$ cat src/rtl/fetch_queue_pkg.sv
// Shared field geometry and decoded-field type for the fetch queue and later decode stages.
// Field layout from MSB to LSB: imb | ra | imm (rb = top of imm) | opc | rc | cond | cmp.
package fetch_pkg;

    localparam int REG_W    = 4;
    localparam int IMM_W    = 14;
    localparam int OPC_W    = 5;
    localparam int COND_W   = 3;
    localparam int DATA_W   = 1 + REG_W + IMM_W + OPC_W + REG_W + COND_W + 1;

    localparam int CMP_POS  = 0;
    localparam int COND_LSB = 1;
    localparam int RC_LSB   = COND_LSB + COND_W;
    localparam int OPC_LSB  = RC_LSB + REG_W;
    localparam int IMM_LSB  = OPC_LSB + OPC_W;
    localparam int RB_LSB   = IMM_LSB + IMM_W - REG_W;
    localparam int RA_LSB   = IMM_LSB + IMM_W;
    localparam int IMB_POS  = RA_LSB + REG_W;

    typedef struct packed {
        logic              imb;
        logic [REG_W-1:0]  ra;
        logic [REG_W-1:0]  rb;
        logic [IMM_W-1:0]  imm;
        logic [OPC_W-1:0]  opc;
        logic [REG_W-1:0]  rc;
        logic [COND_W-1:0] cond;
        logic              cmp;
    } instr_fields_t;

    function automatic logic [DATA_W-1:0] sext_imm(input logic [IMM_W-1:0] imm);
        return {{(DATA_W - IMM_W){imm[IMM_W-1]}}, imm};
    endfunction

endpackage

$ cat src/rtl/fetch_queue_if.sv
// Handshake and decoded-head bundle between fetch, the queue and execute.
interface fetch_queue_if #(
    parameter int DEPTH = 4,
    parameter int PC_W  = 16
);
    import fetch_pkg::*;

    logic                          flush;
    logic                          in_valid;
    logic                          in_ready;
    logic [DATA_W-1:0]             in_instr;
    logic [PC_W-1:0]               in_pc;
    logic                          out_valid;
    logic                          out_ready;
    logic [PC_W-1:0]               out_pc;
    logic                          imb;
    logic [REG_W-1:0]              ra;
    logic [REG_W-1:0]              rb;
    logic [IMM_W-1:0]              imm;
    logic [DATA_W-1:0]             imm_sext;
    logic [OPC_W-1:0]              opc;
    logic [REG_W-1:0]              rc;
    logic [COND_W-1:0]             cond;
    logic                          cmp;
    logic [$clog2(DEPTH+1)-1:0]    count;

    modport master (
        output flush, in_valid, in_instr, in_pc, out_ready,
        input  in_ready, out_valid, out_pc, imb, ra, rb, imm, imm_sext,
               opc, rc, cond, cmp, count
    );

    modport slave (
        input  flush, in_valid, in_instr, in_pc, out_ready,
        output in_ready, out_valid, out_pc, imb, ra, rb, imm, imm_sext,
               opc, rc, cond, cmp, count
    );

endinterface

$ cat src/rtl/fetch_queue_decode.sv
// Purely combinational split of an instruction word into its fields plus sign-extended immediate.
module instr_field_decode
    import fetch_pkg::*;
(
    input  logic [DATA_W-1:0] instr,
    output instr_fields_t     fields,
    output logic [DATA_W-1:0] imm_sext
);

    assign fields.imb  = instr[IMB_POS];
    assign fields.ra   = instr[RA_LSB +: REG_W];
    assign fields.rb   = instr[RB_LSB +: REG_W];
    assign fields.imm  = instr[IMM_LSB +: IMM_W];
    assign fields.opc  = instr[OPC_LSB +: OPC_W];
    assign fields.rc   = instr[RC_LSB +: REG_W];
    assign fields.cond = instr[COND_LSB +: COND_W];
    assign fields.cmp  = instr[CMP_POS];
    assign imm_sext    = sext_imm(instr[IMM_LSB +: IMM_W]);

endmodule

$ cat src/rtl/fetch_queue.sv
// PC-tagged instruction FIFO with flush; presents the decoded head entry, zeroed when empty.
module fetch_queue
    import fetch_pkg::*;
#(
    parameter int DEPTH = 4,
    parameter int PC_W  = 16
) (
    input  logic        clk,
    input  logic        rst_n,
    fetch_queue_if.slave bus
);

    localparam int PTR_W = $clog2(DEPTH);
    localparam int CNT_W = $clog2(DEPTH + 1);

    if (IMM_W < REG_W) begin : g_bad_imm_w
        $error("IMM_W must be at least REG_W");
    end

    logic [DATA_W-1:0] word_mem [DEPTH];
    logic [PC_W-1:0]   pc_mem   [DEPTH];
    logic [PTR_W-1:0]  wr_ptr_r;
    logic [PTR_W-1:0]  rd_ptr_r;
    logic [CNT_W-1:0]  count_r;

    logic              in_ready_s;
    logic              out_valid_s;
    logic              push_s;
    logic              pop_s;
    instr_fields_t     head_fields_s;
    logic [DATA_W-1:0] head_sext_s;

    // Readiness depends on occupancy only, so a full queue stays closed even while popping.
    assign in_ready_s  = (count_r < CNT_W'(DEPTH));
    assign out_valid_s = (count_r != {CNT_W{1'b0}});
    assign push_s      = bus.in_valid & in_ready_s;
    assign pop_s       = out_valid_s & bus.out_ready;

    // Pointer and occupancy bookkeeping; flush overrides any same-cycle push or pop.
    always_ff @(posedge clk or negedge rst_n) begin
        if (!rst_n) begin
            wr_ptr_r <= {PTR_W{1'b0}};
            rd_ptr_r <= {PTR_W{1'b0}};
            count_r  <= {CNT_W{1'b0}};
        end else if (bus.flush) begin
            count_r  <= {CNT_W{1'b0}};
            rd_ptr_r <= wr_ptr_r;
        end else begin
            if (push_s) begin
                wr_ptr_r <= wr_ptr_r + PTR_W'(1);
            end
            if (pop_s) begin
                rd_ptr_r <= rd_ptr_r + PTR_W'(1);
            end
            case ({push_s, pop_s})
                2'b10:   count_r <= count_r + CNT_W'(1);
                2'b01:   count_r <= count_r - CNT_W'(1);
                default: count_r <= count_r;
            endcase
        end
    end

    // Entry storage; contents are only meaningful between rd_ptr and wr_ptr.
    always_ff @(posedge clk) begin
        if (push_s && !bus.flush) begin
            word_mem[wr_ptr_r] <= bus.in_instr;
            pc_mem[wr_ptr_r]   <= bus.in_pc;
        end
    end

    instr_field_decode u_decode (
        .instr    (word_mem[rd_ptr_r]),
        .fields   (head_fields_s),
        .imm_sext (head_sext_s)
    );

    assign bus.in_ready  = in_ready_s;
    assign bus.out_valid = out_valid_s;
    assign bus.count     = count_r;
    assign bus.out_pc    = out_valid_s ? pc_mem[rd_ptr_r] : {PC_W{1'b0}};
    assign bus.imb       = out_valid_s ? head_fields_s.imb  : 1'b0;
    assign bus.ra        = out_valid_s ? head_fields_s.ra   : {REG_W{1'b0}};
    assign bus.rb        = out_valid_s ? head_fields_s.rb   : {REG_W{1'b0}};
    assign bus.imm       = out_valid_s ? head_fields_s.imm  : {IMM_W{1'b0}};
    assign bus.opc       = out_valid_s ? head_fields_s.opc  : {OPC_W{1'b0}};
    assign bus.rc        = out_valid_s ? head_fields_s.rc   : {REG_W{1'b0}};
    assign bus.cond      = out_valid_s ? head_fields_s.cond : {COND_W{1'b0}};
    assign bus.cmp       = out_valid_s ? head_fields_s.cmp  : 1'b0;
    assign bus.imm_sext  = out_valid_s ? head_sext_s        : {DATA_W{1'b0}};

endmodule
$ cat src/flat_wrapper.sv
// flat-port wrapper written by rule: the top's interface ports become plain ports
module fetch_queue_flat import fetch_pkg::*;
#(
    parameter int DEPTH = 4,
    parameter int PC_W  = 16
)
  (clk, rst_n, bus_flush, bus_in_valid, bus_in_instr, bus_in_pc, bus_out_ready, bus_in_ready, bus_out_valid, bus_out_pc, bus_imb, bus_ra, bus_rb, bus_imm, bus_imm_sext, bus_opc, bus_rc, bus_cond, bus_cmp, bus_count);
  fetch_queue_if #(.DEPTH(DEPTH), .PC_W(PC_W)) bus_i ();
  input  logic clk;
  input  logic rst_n;
  input wire logic [$bits(bus_i.flush)-1:0] bus_flush;
  input wire logic [$bits(bus_i.in_valid)-1:0] bus_in_valid;
  input wire logic [$bits(bus_i.in_instr)-1:0] bus_in_instr;
  input wire logic [$bits(bus_i.in_pc)-1:0] bus_in_pc;
  input wire logic [$bits(bus_i.out_ready)-1:0] bus_out_ready;
  output wire logic [$bits(bus_i.in_ready)-1:0] bus_in_ready;
  output wire logic [$bits(bus_i.out_valid)-1:0] bus_out_valid;
  output wire logic [$bits(bus_i.out_pc)-1:0] bus_out_pc;
  output wire logic [$bits(bus_i.imb)-1:0] bus_imb;
  output wire logic [$bits(bus_i.ra)-1:0] bus_ra;
  output wire logic [$bits(bus_i.rb)-1:0] bus_rb;
  output wire logic [$bits(bus_i.imm)-1:0] bus_imm;
  output wire logic [$bits(bus_i.imm_sext)-1:0] bus_imm_sext;
  output wire logic [$bits(bus_i.opc)-1:0] bus_opc;
  output wire logic [$bits(bus_i.rc)-1:0] bus_rc;
  output wire logic [$bits(bus_i.cond)-1:0] bus_cond;
  output wire logic [$bits(bus_i.cmp)-1:0] bus_cmp;
  output wire logic [$bits(bus_i.count)-1:0] bus_count;
  assign bus_i.flush = bus_flush;
  assign bus_i.in_valid = bus_in_valid;
  assign bus_i.in_instr = bus_in_instr;
  assign bus_i.in_pc = bus_in_pc;
  assign bus_i.out_ready = bus_out_ready;
  assign bus_in_ready = bus_i.in_ready;
  assign bus_out_valid = bus_i.out_valid;
  assign bus_out_pc = bus_i.out_pc;
  assign bus_imb = bus_i.imb;
  assign bus_ra = bus_i.ra;
  assign bus_rb = bus_i.rb;
  assign bus_imm = bus_i.imm;
  assign bus_imm_sext = bus_i.imm_sext;
  assign bus_opc = bus_i.opc;
  assign bus_rc = bus_i.rc;
  assign bus_cond = bus_i.cond;
  assign bus_cmp = bus_i.cmp;
  assign bus_count = bus_i.count;
  fetch_queue #(.DEPTH(DEPTH), .PC_W(PC_W)) u_core (.clk(clk), .rst_n(rst_n), .bus(bus_i));
endmodule
$ cat config.mk
export PLATFORM = sky130hd
export DESIGN_NAME = fetch_queue_flat
export DESIGN_NICKNAME = d
export VERILOG_FILES = /design/src/rtl/fetch_queue_pkg.sv /design/src/rtl/fetch_queue_if.sv /design/src/rtl/fetch_queue_decode.sv /design/src/rtl/fetch_queue.sv /design/src/flat_wrapper.sv
export SDC_FILE = /design/constraint.sdc
export NUM_CORES = 1
export LEC_CHECK = 0
export CAP_MARGIN = 30
export CELL_PAD_IN_SITES_DETAIL_PLACEMENT = 0
export CELL_PAD_IN_SITES_GLOBAL_PLACEMENT = 1
export CORE_ASPECT_RATIO = 1.75
export CORE_MARGIN = 4
export CORE_UTILIZATION = 41
export DETAILED_ROUTE_END_ITERATION = 12
export PLACE_DENSITY_LB_ADDON = 0.1
export SLEW_MARGIN = 10
export SYNTH_ARGS = -nofsm -noshare
export SYNTH_HDL_FRONTEND = slang
export SYNTH_HIERARCHICAL = 1
export SYNTH_SLANG_ARGS = --single-unit
$ cat constraint.sdc
create_clock -name clk -period 2.5 [get_ports clk]
set_clock_uncertainty 0.2 [all_clocks]
set_input_delay 0.25 -clock clk [delete_from_list [all_inputs] [get_ports clk]]
set_output_delay 0.25 -clock clk [all_outputs]
set_load 0.02 [all_outputs]
==> results_dict.tcl <==
set metrics [dict create \
    rows 69 \
    hold_class "in2reg" \
    viasPerCell 5.068 \
    yosysMostFrequentCell "edfxtp_1" \
    hold_viol_final 0 \
    io_pins 142 \
    synth_xor_area_share_pct 0.3064 \
    post-route-cell-area_sq_um 11000 \
    placed_cells 788 \
    fin_nets 635 \
    first_pass_iters 4 \
    grtUsageTotal_pct 15.17 \
    gp_congestion 0.7026 \
    io_buffers 141 \
    synth_area_leaders "edfxtp_1, mux4_2, buf_4, and2_1, dfrtp_1" \
    path_max_fanout 5 \
    synth_area_sq_um 8574 \
    finalSetupTns_ns -0.07561 \
    coreArea_sq_um 20460 \
    placed_area_sq_um 9942 \
    yosysTopAreaCellShare_pct 67.24 \
    layout_setup_ws_ns -0.02684 \
    antenna_found_initial 0 \
    die_area_sq_um 23380 \
    internal-power_uw 9183 \
    timing.fmax_mhz 395.8 \
    drv_cap 0 \
    cts_tree "built" \
    violations "negative setup slack" \
    status "finished, violations left" \
    drive_gt1_share_pct 47.80 \
    p_switching_uw 4375 \
    synth-simple-area-share_pct 7.807 \
    worstMarginPinSlew_ns 0.4256 \
    max-clock-path-buffers 2 \
    grt_pass1_wl_microns 26760 \
    crit_type "reg2out" \
    drt_iter0_markers 197 \
    crit_arrival_ns 2.08 \
    num_antenna_cells 0 \
    synth_edf_count 192 \
    clock-sinks 199 \
    cellLeakagePower_uw 0.003932 \
    worstSetupStartpointType "register" \
    powerDensity_nw_per_um2 1232 \
    avgSynthCellArea_sq_um 18.52 \
    fin_cells 838 \
    hpwl_microns 10430 \
    die_x_microns 117.3 \
    p_clk_share_pct 21.2 \
    relSlewSlack_pct 71.46 \
    clk_latency_ns 0.42 \
    yosys.area.top_type "edfxtp_1" \
    p_seq_share_pct 31.1 \
    postRouteAntennaNets 0 \
    synth_top_family_by_area "multiplexers" \
    syn-num-nets 521 \
    synth_cells 463 \
    start_util_pct 41.91 \
    yosysUniqueCellTypes 33 \
    grt_max_degree 61 \
    grt_pass1_vias 4613 \
    yosysWarnings 6 \
    setup_violations 3 \
    synthMuxAreaShare_pct 12.74 \
    wl_per_cell_microns 20.33 \
    synth_compound_area_share_pct 1.167 \
    crit_path_end_kind "primary output" \
    async_reset_ff_share_pct 3.518 \
    synth-adder-area-share_pct 0.8172 \
    die_h_microns 199.3 \
    power.share.combinational_pct 47.7 \
    area_growth_pct 28.29 \
    finalCriticalPeriod_ns 2.527 \
    whs_ns 0.2434 \
    switching_share_pct 32.27 \
    drc 0 \
    synth_seq_cells 199 \
    rsz0062_at_grt "true" \
    ys_seq_area_share_pct 69.28 \
    finalWirelength_microns 17040 \
    numCtsBuffers 17 \
    cp.required_ns 2.05 \
    overflow 0 \
    clock-root-buffer "clkbuf_16" \
    slew_violations 0 \
    vias 4247 \
    synthFlopType "edfxtp_1" \
    ir_drop_uv 466.6 \
    period_share_pct 101.1 \
    clk_pin_slew_ns 0.08 \
    synth_commonest_cells "edfxtp_1, buf_4, and2_1" \
    htreeDepth 4 \
]
-- final cells by class --
cell class,count,area (sq um)
fill,1668,9460
sequential,199,5948
multi-input combinational,175,2158
timing repair buffer,181,1942
clock buffer,17,425.4
tap,248,310.3
clock inverter,15,205.2
inverter,3,11.26
-- worst paths after layout --
check / slack [ns] / cells after the start / startpoint / to
max: -0.03 / 4 / u_core/rd_ptr_r[0] / bus_out_pc[0]
min: 0.24 / 1 / bus_in_instr[5] / u_core/word_mem[0][5]
max reg2reg: 0.31 / 6 / u_core/bus.count[2] / u_core/bus.count[1]
min reg2reg: 0.38 / 2 / u_core/wr_ptr_r[1] / u_core/rd_ptr_r[1]
max in group asynchronous: 1.34 / 2 / rst_n / u_core/rd_ptr_r[0]
min in group asynchronous: 0.47 / 2 / rst_n / u_core/rd_ptr_r[1]
-- worst max-delay path, stage by stage, from the launching register on --
cell,delay [ns]
dfrtp_4,0.49
buf_6,0.16
mux4_2,0.50
and2_1,0.18
dlygate4sd2_1,0.32
-- stage by stage --
| stage | power, uW | setup slack, ns | utilization, % |
|---|---|---|---|
| after floorplan | 8418 | 0.2137 | - |
| after global placement | 9856 | 0.04307 | 48.59 |
| after detailed placement | 9871 | 0.04446 | 48.59 |
| after CTS | 12990 | -0.09967 | 52.19 |
| after global routing | 14260 | -0.1065 | 53.76 |
| final | 13560 | -0.02684 | 53.76 |
-- cell families (layout without fill, tap and decap cells) --
kind of cell	Yosys count	count (layout)
fa+ha+maj	5	5
flops	199	199
compound gates	14	14
buf+inv	92	216
simple gates	101	101
xor+xnor	3	3
mux	49	52
-- registers in the layout, indices dropped and copies added (netlist names) --
| register | flops |
|---|---|
| u_core/word_mem | 128 |
| u_core/pc_mem | 64 |
| u_core/bus.count | 3 |
| u_core/rd_ptr_r | 2 |
| u_core/wr_ptr_r | 2 |
-- metal layers --
layer  vias to the layer above  GRT usage [%]  routed length, microns
li1                       1936              -                       -
met1                      2180          18.19                    6763
met2                       116          27.10                    9307
met3                        15          3.710                     768
met4                         0          4.915                     196
met5                         -              0                       0
-- placed cells by master (no fill, tap or decap), types with 4 or more instances in the layout --
cell | netlist | routed
and2_4 | 19 | 68
edfxtp_1 | 192 | 192
clkbuf_16 | 0 | 17
buf_2 | 3 | 11
mux4_2 | 48 | 51
buf_6 | 8 | 75
inv_8 | 0 | 6
clkdlybuf4s50_1 | 0 | 56
and2_2 | 0 | 4
and2_1 | 69 | 16
buf_12 | 0 | 14
nand2_1 | 5 | 5
dfrtp_1 | 7 | 5
ha_1 | 4 | 4
buf_4 | 71 | 16
-- timing repair --
| action | 4_1_cts | 5_1_grt |
|---|---|---|
| cloned | 4 | 0 |
| setup endpoints to repair | 85 | 77 |
| hold buffers | 1 | 0 |
| pin swaps | 0 | 1 |
| buffers inserted | 14 | 0 |
| hold endpoints to repair | 7 | 0 |
| gates resized for setup | 395 | 140 |
-- power groups by stage --
stage	registers (uW)	logic, uW	clock network, uW
3_3_place_gp	4270	5590	0
5_1_grt	4260	6910	3090
6_report	4220	6470	2870
4_1_cts	4220	5820	2950
2_1_floorplan	4200	4210	0
3_5_place_dp	4290	5580	0
Power figures use the tool's default switching activity.
